$ cat src/rtl/me_pkg.sv
// Shared types and width helpers for the motion-estimation scheduler.
// Latency: none (declarations only).
// Backpressure: not applicable.
package me_pkg;

  // Core geometry the default widths are derived from.
  localparam int TB_LENGTH    = 16;  // template block edge, pixels
  localparam int SW_LENGTH    = 49;  // search window edge, candidate positions
  localparam int PE_OUT_WIDTH = 8;   // per-pixel absolute difference width

  // SAD accumulates TB_LENGTH^2 absolute differences.
  function automatic int sad_width(input int tb_length, input int pe_out_width);
    return $clog2(tb_length * tb_length) + pe_out_width;
  endfunction

  // Motion-vector index enumerates SW_LENGTH^2 candidate positions.
  function automatic int cnt_width(input int sw_length);
    return $clog2(sw_length * sw_length);
  endfunction

  typedef enum logic [2:0] {
    IDLE,
    BUSY,
    RESP,
    RESP_TO,
    DRAIN
  } state_t;

  // Error SAD is all-ones; sliced down to the instance SAD width.
  localparam logic [63:0] SAD_ERR = '1;

endpackage

$ cat src/rtl/rr_arb2.sv
// Two-way round-robin arbiter: a lone request always wins, contention goes to the
// requester that did not win last time. Latency: gnt is combinational from req.
// Backpressure: last_grant only moves when advance is high and a grant is made.
// Ports: clk, rst_n; req[1:0] requests; advance = caller is taking the grant;
//        gnt[1:0] one-hot grant (zero when no request).
module rr_arb2 (
  input  logic       clk,
  input  logic       rst_n,
  input  logic [1:0] req,
  input  logic       advance,
  output logic [1:0] gnt
);

  // 1 after reset so requester 0 wins the first contention.
  logic last_grant;

  always_comb begin
    gnt = 2'b00;
    case (req)
      2'b01:   gnt = 2'b01;
      2'b10:   gnt = 2'b10;
      2'b11:   gnt = last_grant ? 2'b01 : 2'b10;
      default: gnt = 2'b00;
    endcase
  end

  always_ff @(posedge clk or negedge rst_n) begin
    if (!rst_n) begin
      last_grant <= 1'b1;
    end else if (advance && (req != 2'b00)) begin
      last_grant <= gnt[1];
    end
  end

endmodule

$ cat src/rtl/me_scheduler.sv
// Shares one ME core between two requesters; returns latched SAD/vector or a timeout error.
// Latency: grant -> core_req next cycle; core_ack -> res_valid next cycle; min period BUSY+2.
// Backpressure: result held until res_ready[owner]; no new grant until the result is taken.
// Ports: req_valid/req_blk/req_ready job request per requester (req_ready one-hot, comb.);
//        core_req/core_blk/core_ack/core_sad/core_mvec core handshake;
//        res_valid/res_ready/res_sad/res_mvec/res_err result channel to the owner.
module me_scheduler
  import me_pkg::*;
#(
  parameter int SAD_WIDTH = sad_width(TB_LENGTH, PE_OUT_WIDTH),
  parameter int CNT_WIDTH = cnt_width(SW_LENGTH),
  parameter int BLK_WIDTH = 8,
  parameter int TIMEOUT   = 65535
) (
  input  logic                   clk,
  input  logic                   rst_n,
  input  logic [1:0]             req_valid,
  input  logic [2*BLK_WIDTH-1:0] req_blk,
  output logic [1:0]             req_ready,
  output logic                   core_req,
  output logic [BLK_WIDTH-1:0]   core_blk,
  input  logic                   core_ack,
  input  logic [SAD_WIDTH-1:0]   core_sad,
  input  logic [CNT_WIDTH-1:0]   core_mvec,
  output logic [1:0]             res_valid,
  input  logic [1:0]             res_ready,
  output logic [SAD_WIDTH-1:0]   res_sad,
  output logic [CNT_WIDTH-1:0]   res_mvec,
  output logic                   res_err
);

  localparam int WD_WIDTH = (TIMEOUT > 2) ? $clog2(TIMEOUT) : 1;
  localparam logic [WD_WIDTH-1:0] WD_LIMIT = WD_WIDTH'(TIMEOUT - 1);

  state_t              state;
  logic                owner;
  logic [WD_WIDTH-1:0] wd_cnt;
  logic [1:0]          gnt;
  logic                is_idle;

  assign is_idle = (state == IDLE);

  rr_arb2 u_arb (
    .clk     (clk),
    .rst_n   (rst_n),
    .req     (req_valid),
    .advance (is_idle),
    .gnt     (gnt)
  );

  // Gated by rst_n so the accept pulse also drops while reset is held.
  assign req_ready = (is_idle && rst_n) ? gnt : 2'b00;

  always_ff @(posedge clk or negedge rst_n) begin
    if (!rst_n) begin
      state     <= IDLE;
      owner     <= 1'b0;
      wd_cnt    <= '0;
      core_req  <= 1'b0;
      core_blk  <= '0;
      res_valid <= 2'b00;
      res_sad   <= '0;
      res_mvec  <= '0;
      res_err   <= 1'b0;
    end else begin
      case (state)
        IDLE: begin
          if (gnt != 2'b00) begin
            owner    <= gnt[1];
            core_blk <= gnt[1] ? req_blk[2*BLK_WIDTH-1 -: BLK_WIDTH]
                               : req_blk[BLK_WIDTH-1:0];
            wd_cnt   <= '0;
            core_req <= 1'b1;
            state    <= BUSY;
          end
        end

        BUSY: begin
          // Ack is checked first so an ack on the limit cycle still counts.
          if (core_ack) begin
            res_sad   <= core_sad;
            res_mvec  <= core_mvec;
            res_err   <= 1'b0;
            core_req  <= 1'b0;
            res_valid <= owner ? 2'b10 : 2'b01;
            state     <= RESP;
          end else if (wd_cnt == WD_LIMIT) begin
            res_sad   <= SAD_ERR[SAD_WIDTH-1:0];
            res_mvec  <= '0;
            res_err   <= 1'b1;
            core_req  <= 1'b0;
            res_valid <= owner ? 2'b10 : 2'b01;
            state     <= RESP_TO;
          end else begin
            wd_cnt <= wd_cnt + WD_WIDTH'(1);
          end
        end

        RESP, RESP_TO: begin
          if (res_ready[owner]) begin
            res_valid <= 2'b00;
            // After a timeout the core still owes an ack; swallow it before regranting.
            state     <= (state == RESP) ? IDLE : DRAIN;
          end
        end

        DRAIN: begin
          if (core_ack) begin
            state <= IDLE;
          end
        end

        default: state <= IDLE;
      endcase
    end
  end

endmodule

$ cat config.mk
export PLATFORM = sky130hd
export DESIGN_NAME = me_scheduler
export DESIGN_NICKNAME = d
export VERILOG_FILES = /design/src/rtl/me_pkg.sv /design/src/rtl/rr_arb2.sv /design/src/rtl/me_scheduler.sv
export SDC_FILE = /design/constraint.sdc
export NUM_CORES = 1
export LEC_CHECK = 0
export ABC_CLOCK_PERIOD_IN_PS = 2500
export CAP_MARGIN = 20
export CELL_PAD_IN_SITES_DETAIL_PLACEMENT = 1
export CELL_PAD_IN_SITES_GLOBAL_PLACEMENT = 2
export CORE_ASPECT_RATIO = 1.5
export CORE_MARGIN = 2
export CORE_UTILIZATION = 28
export CTS_CLUSTER_DIAMETER = 30
export CTS_CLUSTER_SIZE = 30
export DETAILED_ROUTE_END_ITERATION = 12
export GPL_TIMING_DRIVEN = 0
export PLACE_DENSITY_LB_ADDON = 0.1
export SYNTH_ARGS = -nofsm -noshare
export SYNTH_HDL_FRONTEND = slang
export SYNTH_SLANG_ARGS = --single-unit
$ cat constraint.sdc
create_clock -name clk -period 2.5 [get_ports clk]
set_input_delay 0.5 -clock clk [delete_from_list [all_inputs] [get_ports clk]]
set_output_delay 0.5 -clock clk [all_outputs]
set_load 0.05 [all_outputs]
==> flow_summary.json, run 1 <==
{
  "status": "completed",
  "grt-ovfl-total": 0,
  "rsz0062_at_grt": "false",
  "syn-num-nets": 294,
  "die_x_um": 84.8,
  "setup_viol": 0,
  "clock_path_buffers": 2,
  "via_count": 2400,
  "synth.distinct_cells": 48,
  "period_share_pct": 94.6,
  "slew_viol_final": 0,
  "crit_path_start_kind": "input port",
  "cp-end-kind": "output port",
  "async_flop_share_pct": 100,
  "clockRootBuffer": "clkbuf_16",
  "required_ps": 2000,
  "fin_nets": 398,
  "crit_fanout": 5,
  "layout_commonest_cell": "clkdlybuf4s50_1",
  "drv_cap": 0,
  "fp.dieH_um": 125,
  "tightest_slew_ps": 822,
  "insertion_delay_ps": 320,
  "vias_per_cell": 5.16,
  "drc_errors": 0,
  "dieArea_mm2": 0.0106,
  "cts_hold_buf": 0,
  "ant_nets": 0,
  "grt_pass1_vias": 2580,
  "initial_core_util_pct": 28.6,
  "num_antenna_cells": 0,
  "wirelength_um": 8020,
  "synthCells": 241,
  "ys_ff_latch": 61,
  "p_leak_uw": 0.00172,
  "instances_no_fill": 465,
  "synth_edf_count": 0,
  "syn_area_mm2": 0.00274,
  "h-tree-depth": 3,
  "first_pass_iters": 4,
  "cts_sinks": 61,
  "grt_max_degree": 64,
  "core_mm2": 0.00958,
  "clock.fmax_ghz": 0.423,
  "hold_slack_ps": 265,
  "power.density_mw_per_mm2": 1350,
  "wire_per_inst_um": 17.2,
  "gp_congestion": 0.726,
  "arrival_ps": 1860,
  "synthFlopType": "dfrtp_1",
  "antenna_found_initial": 0,
  "grt_pass1_wl_um": 13500,
  "yosys_warnings": 0,
  "holdCritPathClass": "input port to async pin",
  "clock_skew_ps": 4.70,
  "dp.cells": 447,
  "yosysSeqAreaShare_pct": 55.8,
  "drt_iter0_drc": 72,
  "row_count": 44,
  "track_usage_pct": 16.0,
  "avgSynthCellArea_um2": 11.4,
  "numCtsBuffers": 9,
  "vdd_drop_max_mv": 0.841,
  "post-route-min-period_ps": 2360,
  "io_pins": 93,
  "final_layout_size_suffix_gt1_share_pct": 12.0,
  "cts_tree": "built",
  "final_cell_mix": "clkdlybuf4s50_1 (88), dfrtp_1 (60), nand2_1 (24)",
  "dp_hpwl_um": 5670,
  "worst-setup-path-type": "input port to output port",
  "finalHoldViolations": 0,
  "clkTransAtPathRegs_ps": 50,
  "syn2layout_area_growth_pct": 50.7,
  "io_buffers": 91,
  "slew-limit-headroom_pct": 45.2
}
-- final timing paths --
path / slack [ps] / depth (start not counted) / endpoint / startpoint
min reg2reg: 480 / 2 / core_blk[5] / core_blk[5]
max reg2reg: 380 / 5 / res_sad[6] / state[0]
max in group asynchronous: 1680 / 1 / wd_cnt[11] / rst_n
min in group clk: 480 / 2 / core_blk[5] / core_blk[5]
max: 140 / 4 / req_ready[1] / req_valid[1]
min: 270 / 1 / wd_cnt[10] / rst_n
-- state kept, by name (all words and copies together), names as in the netlist --
register          cells
core_req              1
state                 3
res_mvec             12
core_blk              8
wd_cnt               16
u_arb.last_grant      1
owner                 1
res_err               1
res_sad              16
res_valid             2
-- layout make-up --
type | count | area, µm²
buffer | 14 | 81.3
clock inverter | 3 | 17.5
multi-input combinational | 162 | 1140
sequential | 61 | 1530
clock buffer | 13 | 280
tap | 115 | 144
timing repair buffer | 93 | 926
inverter | 4 | 15.0
fill | 1079 | 5450
-- Yosys cell counts, types with 2 or more instances --
master | count | area, µm²
and3_1 | 3 | 18.8
o31ai_1 | 6 | 45.0
a31o_2 | 2 | 17.5
o311ai_0 | 2 | 17.5
clkbuf_1 | 4 | 15.0
a21boi_1 | 2 | 15.0
or4_1 | 6 | 45.0
o211ai_1 | 6 | 45.0
buf_4 | 4 | 30.0
buf_2 | 4 | 20.0
nand3b_1 | 3 | 22.5
ha_1 | 2 | 25.0
o22a_1 | 16 | 140
nand2_1 | 24 | 90.1
and4_1 | 3 | 26.3
dfrtp_1 | 60 | 1500
nor2_1 | 6 | 22.5
o22ai_1 | 8 | 50.1
nor4b_4 | 2 | 47.6
o21a_1 | 2 | 15.0
o21ai_1 | 2 | 10.0
a21oi_1 | 8 | 40.0
mux2i_1 | 3 | 30.0
o21ai_0 | 16 | 80.1
nor3_1 | 4 | 20.0
inv_1 | 4 | 15.0
nand3_1 | 7 | 35.0
a22o_1 | 12 | 105
-- per-stage QoR --
| stage | instance area (µm²) | utilization, % | power [µW] | worst slack, ps | setup TNS (ps) |
|---|---|---|---|---|---|
| after floorplan | 2740 | - | 3390 | 529 | 0 |
| after global placement | 3790 | 39.6 | 4360 | -2530 | -91950 |
| after detailed placement | 3790 | 39.6 | 4390 | -805 | -1600 |
| after CTS | 4130 | 43.1 | 5660 | 121 | 0 |
| after global routing | 4130 | 43.1 | 5870 | 52.7 | 0 |
| final | 4130 | 43.1 | 5560 | 136 | 0 |
-- where the power goes --
group / total [µW] / switching, µW / internal [µW]
sequential: 1590 / 226 / 1360
combinational: 2780 / 1790 / 987
clock: 1200 / 425 / 775
total: 5560 / 2440 / 3120
-- layer usage --
metal / up-vias / global-route usage [%] / part of all wire (%)
li1: 1130 / - / -
met4: 0 / 7.00 / 2.0
met1: 1214 / 18.9 / 41
met2: 46 / 27.8 / 54
met3: 10 / 3.30 / 3.2
met5: - / 0 / 0
-- worst max-delay path, stage by stage --
cell,delay (ps)
clkdlybuf4s50_1,600
a21boi_4,230
and3_1,170
clkdlybuf4s15_2,370
-- kinds of logic (layout without fill, tap and decap cells) --
family	count (synthesis)	after routing	synth area share [%]
AO/OA/AOI/OAI	87	87	22.6
adder cells (fa/ha/maj)	2	2	0.913
buffers and inverters	18	127	3.52
flip-flops	61	61	55.8
multiplexers	3	3	1.10
AND/OR/NAND/NOR	70	70	16.1
-- repair_timing --
| item | CTS | global route |
|---|---|---|
| setup buffers | 2 | 0 |
| resized for setup | 10 | 0 |
| endpoints found under the setup margin | 2 | 0 |
No activity file was read; power rests on OpenSTA's default activity.
==> run 2, diff against run 1 <==
--- a/config.mk
+++ b/config.mk
@@ -17,6 +17,7 @@
 export DETAILED_ROUTE_END_ITERATION = 12
 export GPL_TIMING_DRIVEN = 0
 export PLACE_DENSITY_LB_ADDON = 0.1
+export SETUP_SLACK_MARGIN = 0.5
 export SYNTH_ARGS = -nofsm -noshare
 export SYNTH_HDL_FRONTEND = slang
 export SYNTH_SLANG_ARGS = --single-unit
==> run 2 against run 1 <==
Final cell count is 3.7% higher. Critical path type is now flop to output port. Non-clock buffer count is 17 higher. Highest routed layer unchanged. Register-to-register slack better by 220 ps. Via count is 3.7% higher. Clock skew is 1.1 ps lower.
==> flow_summary.json, run 2 (same netlist as run 1, synthesis figures left out) <==
{
  "rsz0062_at_grt": "true",
  "p_clk_share_pct": 21.1,
  "clock.fmax_ghz": 0.514,
  "clock_skew_ps": 3.57,
  "drt_iter0_drc": 72,
  "period_share_pct": 77.8,
  "holdCritPathClass": "input port to async pin",
  "num_antenna_cells": 0,
  "slew_viol_final": 0,
  "tightest_slew_ps": 570,
  "top_regs": "res_sad: 16 flops, wd_cnt: 16 flops, res_mvec: 12 flops",
  "io_pins": 93,
  "final_layout_size_suffix_gt1_share_pct": 19.1,
  "finalHoldViolations": 0,
  "rr_startpoint": "wd_cnt[0]",
  "clockRootBuffer": "clkbuf_16",
  "dieArea_mm2": 0.0106,
  "antenna_found_initial": 0,
  "required_ps": 2000,
  "nFillCells": 1061,
  "ant_nets": 0,
  "vdd_drop_max_mv": 0.671,
  "slew-limit-headroom_pct": 61.7,
  "initial_core_util_pct": 28.6,
  "setup_viol": 0,
  "via_count": 2488,
  "hold_slack_ps": 138,
  "grt_pass1_vias": 2598,
  "post-route-min-period_ps": 1940,
  "cts_sinks": 61,
  "io_buffers": 91,
  "arrival_ps": 1440,
  "p_leak_uw": 0.00209,
  "grt_max_degree": 64,
  "pwr-share-comb_pct": 51.2,
  "drc_errors": 0,
  "cp-end-kind": "output port",
  "row_count": 44,
  "grt_pass1_wl_um": 13700,
  "switching_share_pct": 44.1,
  "utilization_pct": 46.0,
  "setup_tns_ps": 0,
  "status": "completed",
  "fin_nets": 415,
  "seq_power_share_pct": 27.7,
  "wirelength_um": 8420,
  "gp_congestion": 0.726,
  "h-tree-depth": 3,
  "fp.dieH_um": 125,
  "syn2layout_area_growth_pct": 60.8,
  "wire_per_inst_um": 17.5,
  "power.density_mw_per_mm2": 1300,
  "final_cell_mix": "dfrtp_1 (58), clkdlybuf4s50_1 (46), nand2_1 (23), dlymetal6s2s_1 (23), dlygate4sd2_1 (19)",
  "core_mm2": 0.00958,
  "cts_tree": "built",
  "worst-setup-path-type": "flop to output port",
  "clock_path_buffers": 2,
  "cp-startpoint": "state[1]",
  "crit_path_start_kind": "flop",
  "layout_commonest_cell": "dfrtp_1",
  "intPower_uw": 3190,
  "netSwitchingPower_uw": 2520,
  "numCtsBuffers": 9,
  "track_usage_pct": 16.3,
  "grt-ovfl-total": 0,
  "die_x_um": 84.8,
  "drv_cap": 0,
  "clkTransAtPathRegs_ps": 50,
  "first_pass_iters": 4,
  "crit_fanout": 6,
  "insertion_delay_ps": 320,
  "vias_per_cell": 5.16,
  "dp_hpwl_um": 5670
}
[run 2: power by group through the flow]
stage          Clock, µW  Sequential (µW)  Combinational (µW)
3_3_place_gp           0             1580                2780
3_5_place_dp           0             1590                2800
4_1_cts             1240             1590                2840
2_1_floorplan          0             2620                 774
5_1_grt             1290             1640                3100
6_report            1210             1580                2920
[run 2: final timing paths]
path                                 to  slack, ps  depth (start not counted)
max                        req_ready[0]        560                          4
max in group asynchronous     wd_cnt[1]       1920                          1
max reg2reg                   wd_cnt[8]        600                          8
min reg2reg                 core_blk[5]        470                          2
min                          wd_cnt[12]        140                          1
min in group clk            core_blk[5]        470                          2
[run 2: worst max-delay path: stages, from the launching register on]
cell and delay, ps:
dfrtp_1 370, buf_6 140, nor3_4 250, and3_4 220
buf_8 140
[run 2: area by class of cell]
cell class / count / area [µm²] / area share [%]
Tap cell: 115 / 144 / 3.27
Multi-Input combinational cell: 162 / 1190 / 27.0
Clock inverter: 3 / 17.5 / 0.398
Timing Repair Buffer: 110 / 1120 / 25.5
Inverter: 4 / 15.0 / 0.341
Clock buffer: 13 / 280 / 6.36
Buffer: 14 / 106 / 2.41
Sequential cell: 61 / 1530 / 34.7
[run 2: per-layer routing]
| layer | share of wire [%] | up-vias | global-route usage [%] |
|---|---|---|---|
| li1 | - | 1173 | - |
| met2 | 54 | 43 | 28.6 |
| met1 | 41 | 1263 | 19.2 |
| met3 | 3.4 | 9 | 3.30 |
| met4 | 1.7 | 0 | 7.00 |
| met5 | 0 | - | 0 |
[run 2: through the flow]
stage	total power, µW	instances	setup slack (ps)	instance area, µm²
after CTS	5670	472	479	4180
after floorplan	3390	241	529	2740
final	5710	482	555	4410
after detailed placement	4390	447	-805	3790
after global routing	6020	482	472	4410
after global placement	4360	447	-2530	3790
[run 2: what timing repair did]
| action | 4_1_cts | 5_1_grt |
|---|---|---|
| setup endpoints to repair | 48 | 65 |
| pin swaps | 2 | 14 |
| buffers inserted | 9 | 9 |
| hold buffers | 0 | 0 |
| gates resized for setup | 42 | 47 |
| cloned | 0 | 1 |
==> run 3, diff against run 2 <==
--- a/config.mk
+++ b/config.mk
@@ -5,7 +5,7 @@
 export SDC_FILE = /design/constraint.sdc
 export NUM_CORES = 1
 export LEC_CHECK = 0
-export ABC_CLOCK_PERIOD_IN_PS = 2500
+export ABC_CLOCK_PERIOD_IN_PS = 1900
 export CAP_MARGIN = 20
 export CELL_PAD_IN_SITES_DETAIL_PLACEMENT = 1
 export CELL_PAD_IN_SITES_GLOBAL_PLACEMENT = 2
==> constraint.sdc (replaced) <==
create_clock -name clk -period 1.9 [get_ports clk]
set_input_delay 0.38 -clock clk [delete_from_list [all_inputs] [get_ports clk]]
set_output_delay 0.38 -clock clk [all_outputs]
set_load 0.05 [all_outputs]
==> run 3 against run 2 <==
Register-to-register slack got worse by 550 ps. Wire length is 7.1% higher. Clock skew is 1.4 ps higher. Critical endpoint is now wd_cnt[15].
==> flow_summary.json, run 3 (same netlist as run 1, synthesis figures left out) <==
{
  "io_pins": 93,
  "syn2layout_area_growth_pct": 72.8,
  "holdCritPathClass": "input port to async pin",
  "required_ps": 2150,
  "grt_pass1_wl_um": 14200,
  "wirelength_um": 9010,
  "insertion_delay_ps": 330,
  "place_ws_ps": -965,
  "first_pass_iters": 4,
  "fp.dieH_um": 125,
  "dp_hpwl_um": 5520,
  "setup_viol": 0,
  "drv_cap": 0,
  "slew-limit-headroom_pct": 60.2,
  "arrival_ps": 2110,
  "antenna_found_initial": 0,
  "cts_sinks": 61,
  "dieArea_mm2": 0.0106,
  "numCtsBuffers": 9,
  "fin_area_mm2": 0.00473,
  "num_antenna_cells": 0,
  "vdd_drop_max_mv": 0.810,
  "setup_tns_ps": 0,
  "initial_core_util_pct": 28.6,
  "period_share_pct": 97.5,
  "vias_per_cell": 5.23,
  "power.density_mw_per_mm2": 1750,
  "power.total_uw": 8310,
  "setup_slack_ps": 46.6,
  "placed_area_mm2": 0.00389,
  "row_count": 44,
  "grt-ovfl-total": 0,
  "h-tree-depth": 3,
  "slew_viol_final": 0,
  "layout_commonest_cell": "dfrtp_1",
  "final_cell_mix": "dfrtp_1 (58), clkdlybuf4s50_1 (46), buf_2 (41)",
  "clock_path_buffers": 2,
  "wl_met3_um": 365,
  "p_leak_uw": 0.00211,
  "core_mm2": 0.00958,
  "top_regs": "res_sad: 16 flops, wd_cnt: 16 flops, res_mvec: 12 flops",
  "status": "completed",
  "via_count": 2621,
  "maxUsedRoutingLayer": "met4",
  "clock_skew_ps": 4.93,
  "grt_max_degree": 64,
  "io_buffers": 91,
  "cts_tree": "built",
  "multi_input_area_mm2": 0.00144,
  "fin_nets": 435,
  "wl_met2_um": 4780,
  "die_x_um": 84.8,
  "post-route-min-period_ps": 1850,
  "clock.fmax_ghz": 0.540,
  "tightest_slew_ps": 596,
  "finalHoldViolations": 0,
  "final_layout_size_suffix_gt1_share_pct": 44.0,
  "gp_congestion": 0.748,
  "cts_hold_buf": 0,
  "worst-setup-path-type": "flop to flop",
  "clockRootBuffer": "clkbuf_16",
  "grt_pass1_vias": 2789,
  "track_usage_pct": 16.9,
  "wl_met1_um": 3540,
  "cp-end-kind": "flop",
  "register_area_mm2": 0.00153,
  "crit_path_start_kind": "flop",
  "clkTransAtPathRegs_ps": 50,
  "drt_iter0_drc": 56,
  "rsz0062_at_grt": "true",
  "ant_nets": 0,
  "crit_fanout": 5,
  "drc_errors": 0,
  "nFillCells": 1019,
  "wire_per_inst_um": 18.0
}
==> run 3: changes by cell type in the layout (fill, tap and decap cells not counted), moves of 5 or more <==
| cell | change |
|---|---|
| buf_6 | +14 |
| dlymetal6s2s_1 | -23 |
| buf_2 | +37 |
| dlygate4sd2_1 | -17 |
| o21ai_0 | -12 |
| nand2_4 | +5 |
| buf_8 | +5 |
| o21ai_2 | +8 |
| nand2_2 | +7 |
| nand2_1 | -12 |
==> run 3: metal layers <==
layer	vias to the layer above	GRT usage, %
li1	1219	-
met1	1314	19.7
met2	68	29.1
met3	20	3.17
met4	0	8.68
met5	-	0
==> run 3: critical path, stage by stage, from the launching register on <==
cell and delay, ps:
dfrtp_1 430, ha_4 180, nand4_1 170, buf_4 150, o211ai_1 140, or4_1 530
a21oi_1 170
==> run 3: worst paths after layout <==
kind,from,endpoint,slack (ps),depth (start not counted)
min in group clk,core_ack,res_valid[1],370,3
setup / recovery,wd_cnt[1],wd_cnt[15],50,6
max in group asynchronous,rst_n,wd_cnt[5],1410,1
hold reg to reg,core_blk[7],core_blk[7],480,2
setup reg to reg,wd_cnt[1],wd_cnt[15],50,6
hold / removal,rst_n,core_blk[5],20,1
==> run 3: repair_timing <==
action                                  4_1_cts  5_1_grt
gates cloned                                  4        2
buffers inserted                             21       12
endpoints found under the setup margin      101       61
gates resized for setup                     258       72
pin swaps                                    16       31
==> run 3: power breakdown <==
part | internal [µW] | switching [µW] | leakage (µW) | total [µW]
sequential | 1790 | 319 | 0.000754 | 2110
combinational | 1710 | 2750 | 0.00120 | 4450
clock | 1170 | 578 | 0.000158 | 1750
==> run 3: cell type report <==
type | count | share of cell area (%)
Sequential cell | 61 | 32.3
Multi-Input combinational cell | 163 | 30.4
Timing Repair Buffer | 129 | 23.6
Clock buffer | 10 | 5.05
Buffer | 14 | 3.70
Tap cell | 115 | 3.04
Clock inverter | 5 | 1.59
Inverter | 4 | 0.317
==> run 3: stage by stage <==
step                instances  utilization (%)  hold WS (ps)
finish                    501             49.4          19.5
global route              501             49.4          69.5
CTS                       487             45.6          61.0
detailed placement        447             40.6           472
global placement          447             40.6           464
floorplan                 241                -          84.4
